$ cat config.mk
export PLATFORM = sky130hd
export DESIGN_NAME = wyswietlacz_mux_flat
export DESIGN_NICKNAME = d
export VERILOG_FILES = /design/src/rtl/wyswietlacz_mux_if.sv /design/src/rtl/wyswietlacz_mux.sv /design/src/flat_wrapper.sv
export SDC_FILE = /design/constraint.sdc
export NUM_CORES = 1
export LEC_CHECK = 0
export ABC_AREA = 0
export BUFFER_PORTS_ARGS = -buffer_cell sky130_fd_sc_hd__buf_2
export CORE_MARGIN = 2
export CORE_UTILIZATION = 35
export CTS_CLUSTER_SIZE = 40
export DETAILED_ROUTE_END_ITERATION = 7
export PLACE_DENSITY_LB_ADDON = 0.08
export SYNTH_ARGS = -nofsm -noshare
export SYNTH_HDL_FRONTEND = slang
export SYNTH_SLANG_ARGS = --single-unit
$ cat constraint.sdc
create_clock -name clk_i -period 4.8 [get_ports clk_i]
set_clock_uncertainty 0.2 [all_clocks]
set_input_delay 0 -clock clk_i [delete_from_list [all_inputs] [get_ports clk_i]]
set_output_delay 0 -clock clk_i [all_outputs]
set_load 0.01 [all_outputs]
$ cat src/rtl/wyswietlacz_mux_if.sv
// Bundle between the RTC counting block and the 7-segment scan stage:
// the time digits and control strobes flow in, and the display drive
// flows out.
interface wyswietlacz_mux_if;
    logic       en_i;
    logic       sec_tick_i;
    logic [1:0] hr1_i;
    logic [3:0] hr2_i;
    logic [3:0] min1_i;
    logic [3:0] min2_i;
    logic [3:0] an_o;
    logic [6:0] seg_o;
    logic       dp_o;
    logic       frame_o;

    modport master (
        output en_i, sec_tick_i, hr1_i, hr2_i, min1_i, min2_i,
        input  an_o, seg_o, dp_o, frame_o
    );

    modport slave (
        input  en_i, sec_tick_i, hr1_i, hr2_i, min1_i, min2_i,
        output an_o, seg_o, dp_o, frame_o
    );
endinterface

$ cat src/rtl/wyswietlacz_mux.sv
// 4-digit common-anode 7-segment scanner for the HH:MM real-time clock.
// All digits are snapshotted once per frame, at the start of the hr1 slot,
// so a carry that lands mid-scan cannot tear the displayed time.
// Each digit slot opens with a short all-dark window to prevent ghosting.
// The colon (dp_o) is shown on the hr2 digit and toggles on every second tick.
//
// Optional build macro: LEADING_ZERO_BLANK_EN
//   When it is defined, an hours-tens digit of 0 leaves the hr1 slot dark.
//
// state    | meaning
// ---------+-----------------------------------------------------------
// ST_BLANK | first BLANK_CYCLES of a slot: every anode is off
// ST_DRIVE | rest of the slot: the anode for idx is on and seg_o is decoded
module wyswietlacz_mux #(
    parameter int REFRESH_DIV  = 50000,
    parameter int BLANK_CYCLES = 500
) (
    input  logic             clk_i,
    input  logic             rst_ni,
    wyswietlacz_mux_if.slave disp
);
    localparam int            CW      = $clog2(REFRESH_DIV);
    localparam logic [CW-1:0] C_LAST  = CW'(REFRESH_DIV - 1);
    localparam logic [CW-1:0] C_BLANK = CW'(BLANK_CYCLES);
    localparam logic [6:0]    SEG_OFF = 7'h7F;
    localparam logic [6:0]    SEG_BAD = 7'b0111111;

    typedef enum logic {ST_BLANK, ST_DRIVE} state_t;

    state_t        state_q;
    state_t        state_nxt;
    logic [CW-1:0] cnt_q;
    logic [CW-1:0] cnt_nxt;
    logic [1:0]    idx_q;
    logic [1:0]    idx_nxt;
    logic          colon_q;
    logic [1:0]    snap_hr1_q;
    logic [3:0]    snap_hr2_q;
    logic [3:0]    snap_min1_q;
    logic [3:0]    snap_min2_q;
    logic          snap_now;
    logic [3:0]    digit;
    logic [3:0]    digit_max;
    logic          lead_dark;
    logic [3:0]    an_q;
    logic [6:0]    seg_q;
    logic          dp_q;
    logic          frame_q;

    // Active-low decode. Anything above the largest legal value for its
    // position is shown as '-'.
    function automatic logic [6:0] decode(input logic [3:0] d, input logic [3:0] max_d);
        logic [6:0] s;
        s = SEG_BAD;
        if (d <= max_d) begin
            case (d)
                4'd0:    s = 7'b1000000;
                4'd1:    s = 7'b1111001;
                4'd2:    s = 7'b0100100;
                4'd3:    s = 7'b0110000;
                4'd4:    s = 7'b0011001;
                4'd5:    s = 7'b0010010;
                4'd6:    s = 7'b0000010;
                4'd7:    s = 7'b1111000;
                4'd8:    s = 7'b0000000;
                4'd9:    s = 7'b0010000;
                default: s = SEG_BAD;
            endcase
        end
        return s;
    endfunction

    // Next-slot position. Disabling the scan parks it at the start of a frame.
    always_comb begin
        cnt_nxt = cnt_q;
        idx_nxt = idx_q;
        if (!disp.en_i) begin
            cnt_nxt = '0;
            idx_nxt = 2'd3;
        end else if (cnt_q == C_LAST) begin
            cnt_nxt = '0;
            idx_nxt = idx_q - 2'd1;
        end else begin
            cnt_nxt = cnt_q + CW'(1);
        end
        state_nxt = (cnt_nxt < C_BLANK) ? ST_BLANK : ST_DRIVE;
    end

    assign snap_now = disp.en_i && (idx_q == 2'd3) && (cnt_q == '0);

    // Select the snapshotted digit for the current slot, together with its range limit.
    always_comb begin
        digit     = snap_min2_q;
        digit_max = 4'd9;
        case (idx_q)
            2'd3: begin
                digit     = {2'b00, snap_hr1_q};
                digit_max = 4'd2;
            end
            2'd2: begin
                digit     = snap_hr2_q;
                digit_max = 4'd9;
            end
            2'd1: begin
                digit     = snap_min1_q;
                digit_max = 4'd5;
            end
            default: begin
                digit     = snap_min2_q;
                digit_max = 4'd9;
            end
        endcase
`ifdef LEADING_ZERO_BLANK_EN
        lead_dark = (idx_q == 2'd3) && (snap_hr1_q == 2'd0);
`else
        lead_dark = 1'b0;
`endif
    end

    // Scan FSM, frame snapshot, colon toggle and registered display drive.
    always_ff @(posedge clk_i or negedge rst_ni) begin
        if (!rst_ni) begin
            state_q     <= ST_BLANK;
            cnt_q       <= '0;
            idx_q       <= 2'd3;
            colon_q     <= 1'b0;
            snap_hr1_q  <= '0;
            snap_hr2_q  <= '0;
            snap_min1_q <= '0;
            snap_min2_q <= '0;
            an_q        <= 4'b1111;
            seg_q       <= SEG_OFF;
            dp_q        <= 1'b1;
            frame_q     <= 1'b0;
        end else begin
            state_q <= state_nxt;
            cnt_q   <= cnt_nxt;
            idx_q   <= idx_nxt;
            frame_q <= snap_now;

            if (disp.sec_tick_i) begin
                colon_q <= ~colon_q;
            end

            if (snap_now) begin
                snap_hr1_q  <= disp.hr1_i;
                snap_hr2_q  <= disp.hr2_i;
                snap_min1_q <= disp.min1_i;
                snap_min2_q <= disp.min2_i;
            end

            an_q  <= 4'b1111;
            seg_q <= SEG_OFF;
            dp_q  <= 1'b1;
            if (disp.en_i) begin
                case (state_q)
                    ST_DRIVE: begin
                        if (!lead_dark) begin
                            an_q  <= ~(4'b0001 << idx_q);
                            seg_q <= decode(digit, digit_max);
                            dp_q  <= ~((idx_q == 2'd2) && colon_q);
                        end
                    end
                    default: ;
                endcase
            end
        end
    end

    assign disp.an_o    = an_q;
    assign disp.seg_o   = seg_q;
    assign disp.dp_o    = dp_q;
    assign disp.frame_o = frame_q;
endmodule

$ cat src/flat_wrapper.sv
// flat-port wrapper written by rule: the top's interface ports become plain ports
module wyswietlacz_mux_flat 
#(
    parameter int REFRESH_DIV  = 50000,
    parameter int BLANK_CYCLES = 500
)
  (clk_i, rst_ni, disp_en_i, disp_sec_tick_i, disp_hr1_i, disp_hr2_i, disp_min1_i, disp_min2_i, disp_an_o, disp_seg_o, disp_dp_o, disp_frame_o);
  wyswietlacz_mux_if disp_i ();
  input  logic clk_i;
  input  logic rst_ni;
  input wire logic [$bits(disp_i.en_i)-1:0] disp_en_i;
  input wire logic [$bits(disp_i.sec_tick_i)-1:0] disp_sec_tick_i;
  input wire logic [$bits(disp_i.hr1_i)-1:0] disp_hr1_i;
  input wire logic [$bits(disp_i.hr2_i)-1:0] disp_hr2_i;
  input wire logic [$bits(disp_i.min1_i)-1:0] disp_min1_i;
  input wire logic [$bits(disp_i.min2_i)-1:0] disp_min2_i;
  output wire logic [$bits(disp_i.an_o)-1:0] disp_an_o;
  output wire logic [$bits(disp_i.seg_o)-1:0] disp_seg_o;
  output wire logic [$bits(disp_i.dp_o)-1:0] disp_dp_o;
  output wire logic [$bits(disp_i.frame_o)-1:0] disp_frame_o;
  assign disp_i.en_i = disp_en_i;
  assign disp_i.sec_tick_i = disp_sec_tick_i;
  assign disp_i.hr1_i = disp_hr1_i;
  assign disp_i.hr2_i = disp_hr2_i;
  assign disp_i.min1_i = disp_min1_i;
  assign disp_i.min2_i = disp_min2_i;
  assign disp_an_o = disp_i.an_o;
  assign disp_seg_o = disp_i.seg_o;
  assign disp_dp_o = disp_i.dp_o;
  assign disp_frame_o = disp_i.frame_o;
  wyswietlacz_mux #(.REFRESH_DIV(REFRESH_DIV), .BLANK_CYCLES(BLANK_CYCLES)) u_core (.clk_i(clk_i), .rst_ni(rst_ni), .disp(disp_i));
endmodule
==> flow_metrics.py <==
metrics = {
    "setup_path": {
        "critPathKind": "register to register",
        "cp-end-kind": "register",
        "r2r_slack_ns": 1.60,
        "worstPathRequired_ns": 4.85,
        "r2r_end": "u_core.disp.seg_o[6]",
        "reg2reg_from": "u_core.idx_q[0]",
        "path_cells": "inv_1, ha_1, a222oi_1, mux2i_1, ha_1, nor2b_1, o21a_1, o21a_1, o21ai_1, a21bo_2",
        "r2r_cells": 10,
        "slowest_delay_ns": 0.58,
        "cpMaxStageDelayCell": "dfstp_2",
        "critPathLaunchType": "register",
        "path_max_fanout": 7,
        "worstPathArrival_ns": 3.25,
    },
    "floorplan": {
        "dieWidth_um": 91.0,
        "die-area_um2": 8280,
        "core-area_um2": 7290,
        "io_pins": 31,
        "initial_utilization_pct": 36.3,
        "chipHeight_um": 91.0,
        "row_count": 31,
    },
    "timing": {
        "hold_viol": 0,
        "setup_tns_ns": 0,
        "rsz0062_at_grt": "no",
        "tightest_slew_ns": 1.05,
        "slew_viol_final": 0,
        "whs_ns": 0.199,
        "setup_viol": 0,
        "final.min_clock_period_ns": 3.20,
        "timing.slew.headroom_pct": 30.1,
        "fmax_mhz": 313,
        "fin_crit_sh_pct": 66.6,
    },
    "final_layout": {
        "fin_area_um2": 3120,
        "n_fill_cell": 750,
        "layout-drive-gt1-share_pct": 31.0,
        "final_core_util_pct": 42.7,
        "syn_to_final_growth_pct": 17.6,
        "diodes": 0,
        "final_common_cell": "dfrtp_1",
        "nets": 319,
        "final_cell_mix": "33 x dfrtp_1, 30 x buf_2, 18 x ha_1",
    },
    "job": {
        "cap_violations": 0,
    },
    "power": {
        "ir_worst_vdd_v": 0.0000903,
        "powerDensity_nw_per_um2": 279,
        "p_leak_uw": 0.00134,
        "p_total_uw": 870,
    },
    "global_route": {
        "grt_pass1_wl_um": 9700,
        "antenna_found_initial": 0,
        "grt_max_degree": 48,
        "gr-total-overflow": 0,
        "grt_util_all_layers_pct": 14.7,
        "grt_pass1_vias": 1964,
    },
    "logic_synthesis": {
        "synth.avg_cell_area_um2": 11.2,
        "synth_cell_types": 52,
        "synth_fp_nets": 273,
        "yosysWarnings": 0,
        "synth_seq_area_share_pct": 45.1,
        "syn_inst": 237,
        "synth_area_um2": 2650,
        "synth-seq-cells": 47,
    },
    "min_path": {
        "hp-class": "primary input to register",
        "worst_hold_path.endpoint": "u_core.colon_q",
        "hold_depth": 3,
        "hp-start": "disp_sec_tick_i",
    },
    "clocking": {
        "htree_levels": 2,
        "cts.sinks": 47,
        "cts_made_buffers": 5,
        "cts_setup_buffers": 0,
        "clkTransAtPathRegs_ns": 0.09,
        "clk_path_buf_depth": 2,
        "cts-root-buf": "clkbuf_8",
        "tritoncts": "done",
        "clk_latency_ns": 0.31,
    },
    "detailed_routing": {
        "m1WireLength_um": 2490,
        "drtIter0Drc": 58,
        "ant_nets": 0,
        "met3_wirelength_um": 208,
        "top_layer_used": "met4",
        "drt_wl_total_um": 5560,
        "routed_via_density": 4.81,
        "post_drt_wl_per_cell_um": 14.5,
        "via_count": 1843,
        "dr_wl_met2_um": 2730,
        "drc_errors": 0,
        "dr.pass1.iters": 4,
    },
    "placement": {
        "io_buffers": 30,
        "placed_area_um2": 2850,
        "gp_congestion": 0.850,
        "dp_hpwl_um": 3830,
    },
    "status": {
        "status": "finished, final reports clean",
    },
}
-- registers in the layout, summed over array words and instances, names as in the netlist --
register	count
u_core.snap_hr2_q	4
u_core.idx_q	2
u_core.disp.dp_o	1
u_core.snap_min1_q	4
u_core.disp.seg_o	7
u_core.colon_q	1
u_core.disp.frame_o	1
u_core.state_q	1
u_core.cnt_q	16
u_core.snap_min2_q	4
u_core.snap_hr1_q	2
u_core.disp.an_o	4
-- layer usage --
metal,track usage (%),up-vias
li1,-,923
met1,17.9,872
met2,25.4,37
met3,2.99,11
met4,6.06,0
met5,0,-
-- through the flow --
| stage | setup slack [ns] | instances |
|---|---|---|
| after CTS | 1.61 | 383 |
| after floorplan | 1.93 | 237 |
| final | 1.60 | 383 |
| after detailed placement | 1.63 | 358 |
| after global placement | 1.69 | 358 |
| after global routing | 1.35 | 383 |
-- power breakdown --
group | internal (uW) | switching (uW)
sequential | 432 | 24.7
combinational | 78.8 | 69.8
clock | 132 | 133
-- timing repair --
| item | 4_1_cts | 5_1_grt |
|---|---|---|
| hold endpoints to repair | 67 | 0 |
| hold buffers | 17 | 0 |
| resized for setup | 0 | 0 |
-- final cells by class --
class,count,area (um2),share of cell area (%)
Inverter,13,48.8,1.57
Clock buffer,8,100,3.21
Sequential cell,47,1190,38.3
Multi-Input combinational cell,169,1330,42.7
Timing Repair Buffer,47,320,10.3
Tap cell,99,124,3.98
-- cell usage after synthesis, drive strengths merged --
| cell | instances | area [um2] |
|---|---|---|
| ha | 18 | 225 |
| buf | 6 | 70.1 |
| a22oi | 1 | 7.51 |
| a21bo | 1 | 10.0 |
| a211oi | 1 | 7.51 |
| or2 | 2 | 12.5 |
| nor3 | 5 | 36.3 |
| clkbuf | 2 | 7.51 |
| o2111a | 1 | 11.3 |
| or3 | 2 | 12.5 |
| nor4 | 3 | 25.0 |
| mux2i | 2 | 20.0 |
| and4 | 1 | 8.76 |
| or4 | 2 | 18.8 |
| nand3 | 15 | 80.1 |
| xnor2 | 10 | 87.6 |
| a2bb2oi | 1 | 8.76 |
| a21oi | 2 | 10.0 |
| dfstp | 14 | 368 |
| nand4 | 7 | 43.8 |
| o21ai | 8 | 40.0 |
| inv | 13 | 48.8 |
| o21a | 3 | 22.5 |
| nand2 | 17 | 80.1 |
| nor2b | 3 | 18.8 |
| nor2 | 20 | 100 |
| a222oi | 2 | 20.0 |
| o41a | 1 | 11.3 |
| and3 | 3 | 18.8 |
| mux2 | 16 | 203 |
| xor2 | 8 | 70.1 |
| dfrtp | 33 | 826 |
| a31oi | 1 | 6.26 |
| and2 | 4 | 25.0 |
| nor4b | 2 | 38.8 |
| o22ai | 4 | 25.0 |
| a221oi | 1 | 8.76 |
| o211ai | 2 | 15.0 |
-- worst max-delay path: cells and delay by family, from the launching register on --
kind	cells	cell delay (ns)
AO/OA/AOI/OAI	5	1.27
adder cells (fa/ha/maj)	2	0.64
buffers and inverters	1	0.10
flip-flops	1	0.58
multiplexers	1	0.23
AND/OR/NAND/NOR	1	0.13
-- worst max-delay path by stage --
stage | from | to | depth (start not counted)
6_report | u_core.idx_q[0] | u_core.disp.seg_o[6] | 10
5_1_grt | u_core.idx_q[0] | u_core.disp.seg_o[0] | 10
4_1_cts | u_core.idx_q[0] | u_core.disp.seg_o[6] | 10
3_5_place_dp | u_core.idx_q[0] | u_core.disp.seg_o[2] | 10
3_3_place_gp | u_core.idx_q[0] | u_core.disp.seg_o[2] | 10
2_1_floorplan | u_core.idx_q[0] | u_core.disp.seg_o[6] | 12
-- logic make-up after synthesis --
logic type,Yosys count,share of synthesized area (%)
and+or+nand+nor,86,19.6
AOI/OAI and AO/OA,29,7.70
muxes,18,8.41
xor gates and xnor gates,18,5.95
buffers and inverters,21,4.77
DFF,47,45.1
adders and majority gates,18,8.50
(Power assumes the default switching activity.)
